--- src/rtl/axis_delay_line.sv ---
// AXI-Stream fixed-latency delay line: LATENCY retimed stages carrying data/user/last with per-stage valid.
// Optional AXIS_DELAY_SKID_EN adds a 2-entry output skid so s_axis_tready is registered.
module axis_delay_line #(
  parameter int DATA_W  = 128,
  parameter int USER_W  = 1,
  parameter int LATENCY = 9,
  localparam int CNT_W  = $clog2(LATENCY + 3)
) (
  input  logic              aclk,
  input  logic              arstn,
  input  logic              flush,
  input  logic [DATA_W-1:0] s_axis_tdata,
  input  logic [USER_W-1:0] s_axis_tuser,
  input  logic              s_axis_tlast,
  input  logic              s_axis_tvalid,
  output logic              s_axis_tready,
  output logic [DATA_W-1:0] m_axis_tdata,
  output logic [USER_W-1:0] m_axis_tuser,
  output logic              m_axis_tlast,
  output logic              m_axis_tvalid,
  input  logic              m_axis_tready,
  output logic [CNT_W-1:0]  occupancy
);

  logic [DATA_W-1:0] st_data [LATENCY];
  logic [USER_W-1:0] st_user [LATENCY];
  logic [LATENCY-1:0] st_last;
  logic [LATENCY-1:0] st_vld;
  logic advance;
  logic in_xfer;
  logic out_xfer;

  assign in_xfer = s_axis_tvalid & s_axis_tready;

  // Payload registers carry no reset; only the valid chain qualifies them.
  always_ff @(posedge aclk) begin
    if (advance) begin
      st_data[0] <= s_axis_tdata;
      st_user[0] <= s_axis_tuser;
      st_last[0] <= s_axis_tlast;
      for (int k = 1; k < LATENCY; k++) begin
        st_data[k] <= st_data[k-1];
        st_user[k] <= st_user[k-1];
        st_last[k] <= st_last[k-1];
      end
    end
  end

  always_ff @(posedge aclk or negedge arstn) begin
    if (!arstn) begin
      st_vld <= '0;
    end else if (flush) begin
      st_vld <= '0;
    end else if (advance) begin
      st_vld[0] <= in_xfer;
      for (int k = 1; k < LATENCY; k++) begin
        st_vld[k] <= st_vld[k-1];
      end
    end
  end

`ifdef AXIS_DELAY_SKID_EN
  logic [DATA_W-1:0] sk_data [2];
  logic [USER_W-1:0] sk_user [2];
  logic [1:0] sk_last;
  logic [1:0] skid_count;
  logic [1:0] skid_count_next;
  logic [1:0] wr_pos;
  logic ready_q;
  logic push;
  logic pop;

  // The pipe only moves when the skid is guaranteed a free slot, decided a cycle early.
  assign advance       = ready_q & !flush;
  assign s_axis_tready = advance;
  assign push          = advance & st_vld[LATENCY-1];
  assign pop           = (skid_count != 2'd0) & m_axis_tready;
  assign wr_pos        = skid_count - {1'b0, pop};
  assign out_xfer      = pop;

  always_comb begin
    skid_count_next = skid_count + {1'b0, push} - {1'b0, pop};
    if (flush) skid_count_next = 2'd0;
  end

  always_ff @(posedge aclk or negedge arstn) begin
    if (!arstn) begin
      skid_count <= 2'd0;
      ready_q    <= 1'b0;
    end else begin
      skid_count <= skid_count_next;
      ready_q    <= (skid_count_next < 2'd2) & !flush;
    end
  end

  // Head is always entry 0; a simultaneous push lands after the shifted entry.
  always_ff @(posedge aclk) begin
    if (pop) begin
      sk_data[0] <= sk_data[1];
      sk_user[0] <= sk_user[1];
      sk_last[0] <= sk_last[1];
    end
    if (push) begin
      sk_data[wr_pos[0]] <= st_data[LATENCY-1];
      sk_user[wr_pos[0]] <= st_user[LATENCY-1];
      sk_last[wr_pos[0]] <= st_last[LATENCY-1];
    end
  end

  assign m_axis_tdata  = sk_data[0];
  assign m_axis_tuser  = sk_user[0];
  assign m_axis_tlast  = sk_last[0];
  assign m_axis_tvalid = (skid_count != 2'd0);
`else
  assign advance       = !flush & (m_axis_tready | !st_vld[LATENCY-1]);
  assign s_axis_tready = advance;
  assign m_axis_tdata  = st_data[LATENCY-1];
  assign m_axis_tuser  = st_user[LATENCY-1];
  assign m_axis_tlast  = st_last[LATENCY-1];
  assign m_axis_tvalid = st_vld[LATENCY-1];
  assign out_xfer      = m_axis_tvalid & m_axis_tready;
`endif

  // Beats moving from pipe into skid stay counted; only the boundary transfers change the total.
  always_ff @(posedge aclk or negedge arstn) begin
    if (!arstn) begin
      occupancy <= '0;
    end else if (flush) begin
      occupancy <= '0;
    end else if (in_xfer && !out_xfer) begin
      occupancy <= occupancy + CNT_W'(1);
    end else if (!in_xfer && out_xfer) begin
      occupancy <= occupancy - CNT_W'(1);
    end
  end

endmodule
--- config.mk ---
export PLATFORM = sky130hd
export DESIGN_NAME = axis_delay_line
export DESIGN_NICKNAME = d
export VERILOG_FILES = /design/src/rtl/axis_delay_line.sv
export SDC_FILE = /design/constraint.sdc
export NUM_CORES = 1
export LEC_CHECK = 0
export CORE_MARGIN = 3
export CORE_UTILIZATION = 55
export DETAILED_ROUTE_END_ITERATION = 6
export PLACE_DENSITY = 0.83
export RECOVER_POWER = 50
export REMOVE_ABC_BUFFERS = 1
export SLEW_MARGIN = 10
export SYNTH_ARGS = -nofsm -noshare
export SYNTH_HDL_FRONTEND = slang
export SYNTH_SLANG_ARGS = --single-unit
--- constraint.sdc ---
create_clock -name aclk -period 249.8 [get_ports aclk]
set_clock_uncertainty 0.2 [all_clocks]
set_input_delay 49.96 -clock aclk [delete_from_list [all_inputs] [get_ports aclk]]
set_output_delay 49.96 -clock aclk [all_outputs]
set_load 0.01 [all_outputs]
==> results.md <==
- Slew Viols, Final: 39
- WS Path Type: input pin to output port
- Antenna Violating Nets Remaining: 0
- CP max FO: 38
- Die width: 264.6 microns
- Grt total ovfl: 0
- CP Launch Type: input pin
- Port Buffers: 270
- Post_cts resized: 0
- Bufs on Longest Clock Path: 3
- Slew Limit Headroom: -0.9401
- Psw: 0.07758 mW
- Global-route wire length before repair: 74.80 mm
- Setup ws final: 145.82 ns
- Switching Share: 0.1901
- Pre-CTS setup slack: about 150 ns
- Async SR Flop Fraction: 0.01099
- Pre-Repair DR Iteration Count: 5
- Most used flip-flop cell after synthesis: edfxtp_1
- Final WL: 49.06 mm
- Total global-route track usage: 0.1410
- Worst slew pin tran: 2.899 ns
- Avg Cell Area, Syn: 26.77 sq um
- Top-area cell type share of the netlist area: 0.9553
- Core area: 65,980 sq um
- EDFF count, synth: 1,170
- Die height: 264.6 microns
- Layout cell share with drive strength beyond 1: 0.1021
- Row count: 94
- Avg WL per Cell: between 15 and 20 microns
- Initial core utilization: 0.5574
- Cell taking the most area after synthesis: edfxtp_1
- RSZ-0062 raised after global routing: false
- Clk pwr share: 0.400
- Post-Syn Instances: between 1,000 and 1,500
- Fmax achieved: 9.617 MHz
- Non-filler cells, final: 2,590
- Commonest non-fill, non-tap cells in the layout: edfxtp_1, dlygate4sd3_1, clkdlybuf4s50_1
- Later-pin clock latency in the skew report: 0.65 ns
- Worst hold path type: flip-flop to flip-flop
- DR DRC count: 0
- Via total after detailed routing: 12,520
- Fin crit share: 0.4163
- Library cells used by synthesis: 25
- # hold bufs at CTS: 0
- Internal power: 0.3305 mW
- Pwr/cell area: around 9.4 nW/um^2
- Critical Path Sink Type: output port
- Pleak: between 10 and 15 nW
- Final Setup Violations: 0
- Syn Std Cell Area: between 30,000 and 40,000 sq um
- TritonCTS clock tree: built
- I/O pin total: 271
- VDD IR max: between 6 and 7 uV
- Inst Count DP: roughly 2,400
- Commonest non-fill, non-tap cell in the layout: edfxtp_1
- Final hold violations: 0
- Clk sink count: 1,183
- MaxCap Viol Count: 1
- CP arrival: 53.82 ns
- DP Wirelength: approximately 27 mm
- Area delta synth->final: 17.79%
- Sequential fraction of the synthesis area: 0.9641
- Post-CTS Setup Repair Bufs: 0
- H-tree Lvls: 3
- Gate power share: 0.022
- CTS buffer count: approximately 110
- Iteration-0 DRC Markers: ~1,100
- Vias in the first global route: 12,950
- Outcome: finished with violations
- Violated checks: max-capacitance violations, max-slew violations
- Gp weighted congestion: 0.7624
- Vias per std cell: 4.832
- Root buf cell: clkbuf_16
- Top cells by area, synth: edfxtp_1, buf_4, dfrtp_1
- Sequential share of power: 0.578
- Final nets: ~1,800
- Die ar.: about 70,000 sq um
- Yosys Warn Count: 0
- Setup TNS: 0 ns
- Initial antenna violation count: 8
- Fin crit period: 103.98 ns
- Pin count of the biggest net entering global routing: 220
- Synth Register Bits: between 1,000 and 1,500
- Worst EP required: 199.64 ns
- Worst-path clk slew: 0.06 ns
## state kept, by name, summed over array words and instances, names as in the netlist
signal / cells
st_data: 1152
occupancy: 4
st_vld: 9
st_user: 9
st_last: 9
## Yosys cell counts (2+ instances only)
| master | n |
|---|---|
| edfxtp_1 | 1170 |
| ha_1 | 2 |
| nand2_1 | 17 |
| dfrtp_1 | 13 |
| a21oi_1 | 11 |
| clkbuf_1 | 2 |
| buf_2 | 2 |
| nand4b_1 | 2 |
| a211oi_1 | 2 |
| inv_1 | 3 |
| buf_4 | 128 |
| nand2b_1 | 3 |
| nor2_1 | 4 |
| nand3_1 | 2 |
| nor3_1 | 3 |
## layout make-up
type	instances	area, sq um
Antenna cell	3	7.507
Clock buffer	123	2801
Clock inverter	78	819.5
Fill cell	4003	22660
Inverter	3	11.26
Multi-Input combinational cell	56	326.6
Sequential cell	1183	35460
Tap cell	864	1081
Timing Repair Buffer	280	2815
## layer usage
layer | wire [microns] | GRT usage | up-vias
li1 | - | - | 5840
met1 | 19140 | 0.1724 | 6235
met2 | 25880 | 0.2404 | 306
met3 | 2061 | 0.03035 | 133
met4 | 1963 | 0.07237 | 2
met5 | 13 | 0 | -
## final timing paths
kind | from | endpoint | slack (ns) | cells past startpoint
max | m_axis_tready | s_axis_tready | 145.82 | 4
min | st_data[0][988]$_DFFE_PN_ | st_data[0][1116]$_DFFE_PN_ | 0.20 | 0
max reg2reg | st_vld[8]$_DFFE_PN0P_ | st_data[0][1118]$_DFFE_PN_ | 241.94 | 7
min reg2reg | st_data[0][988]$_DFFE_PN_ | st_data[0][1116]$_DFFE_PN_ | 0.20 | 0
max in group asynchronous | arstn | st_vld[0]$_DFFE_PN0P_ | 199.46 | 1
min in group asynchronous | arstn | st_vld[7]$_DFFE_PN0P_ | 49.55 | 1
## power by group through the flow
stage	Sequential [mW]	Clock (mW)	Combinational [mW]
finish	0.236	0.163	0.00911
global route	0.237	0.176	0.00988
CTS	0.236	0.168	0.00980
detailed placement	0.240	0	0.00974
global placement	0.239	0	0.00938
floorplan	0.254	0	0.00297
## stage by stage
step                      hold WS, ns  instance area, sq um  total power [mW]    util
after floorplan                0.2003                 35800            0.2574       -
after global placement         0.2001                 39700            0.2482  0.6017
after detailed placement       0.2045                 39700            0.2496  0.6017
after CTS                      0.1947                 43320            0.4141  0.6566
after global routing           0.2073                 43320            0.4226  0.6566
final                          0.1992                 43320            0.4081  0.6566
## kinds of logic after synthesis
logic type,after synthesis,share of synthesized area
XOR/XNOR,1,0.0002382
AND/OR/NAND/NOR,37,0.005137
AO/OA/AOI/OAI,15,0.002347
buffers and inverters,135,0.02691
flip-flops,1183,0.9641
adder cells (fa/ha/maj),3,0.001225
## critical path: stages
cell	delay, ns
dlygate4sd3_1	0.64
nor2b_1	0.19
nor2_1	2.15
clkdlybuf4s50_1	0.89
No activity file was read; power rests on OpenSTA's default activity.
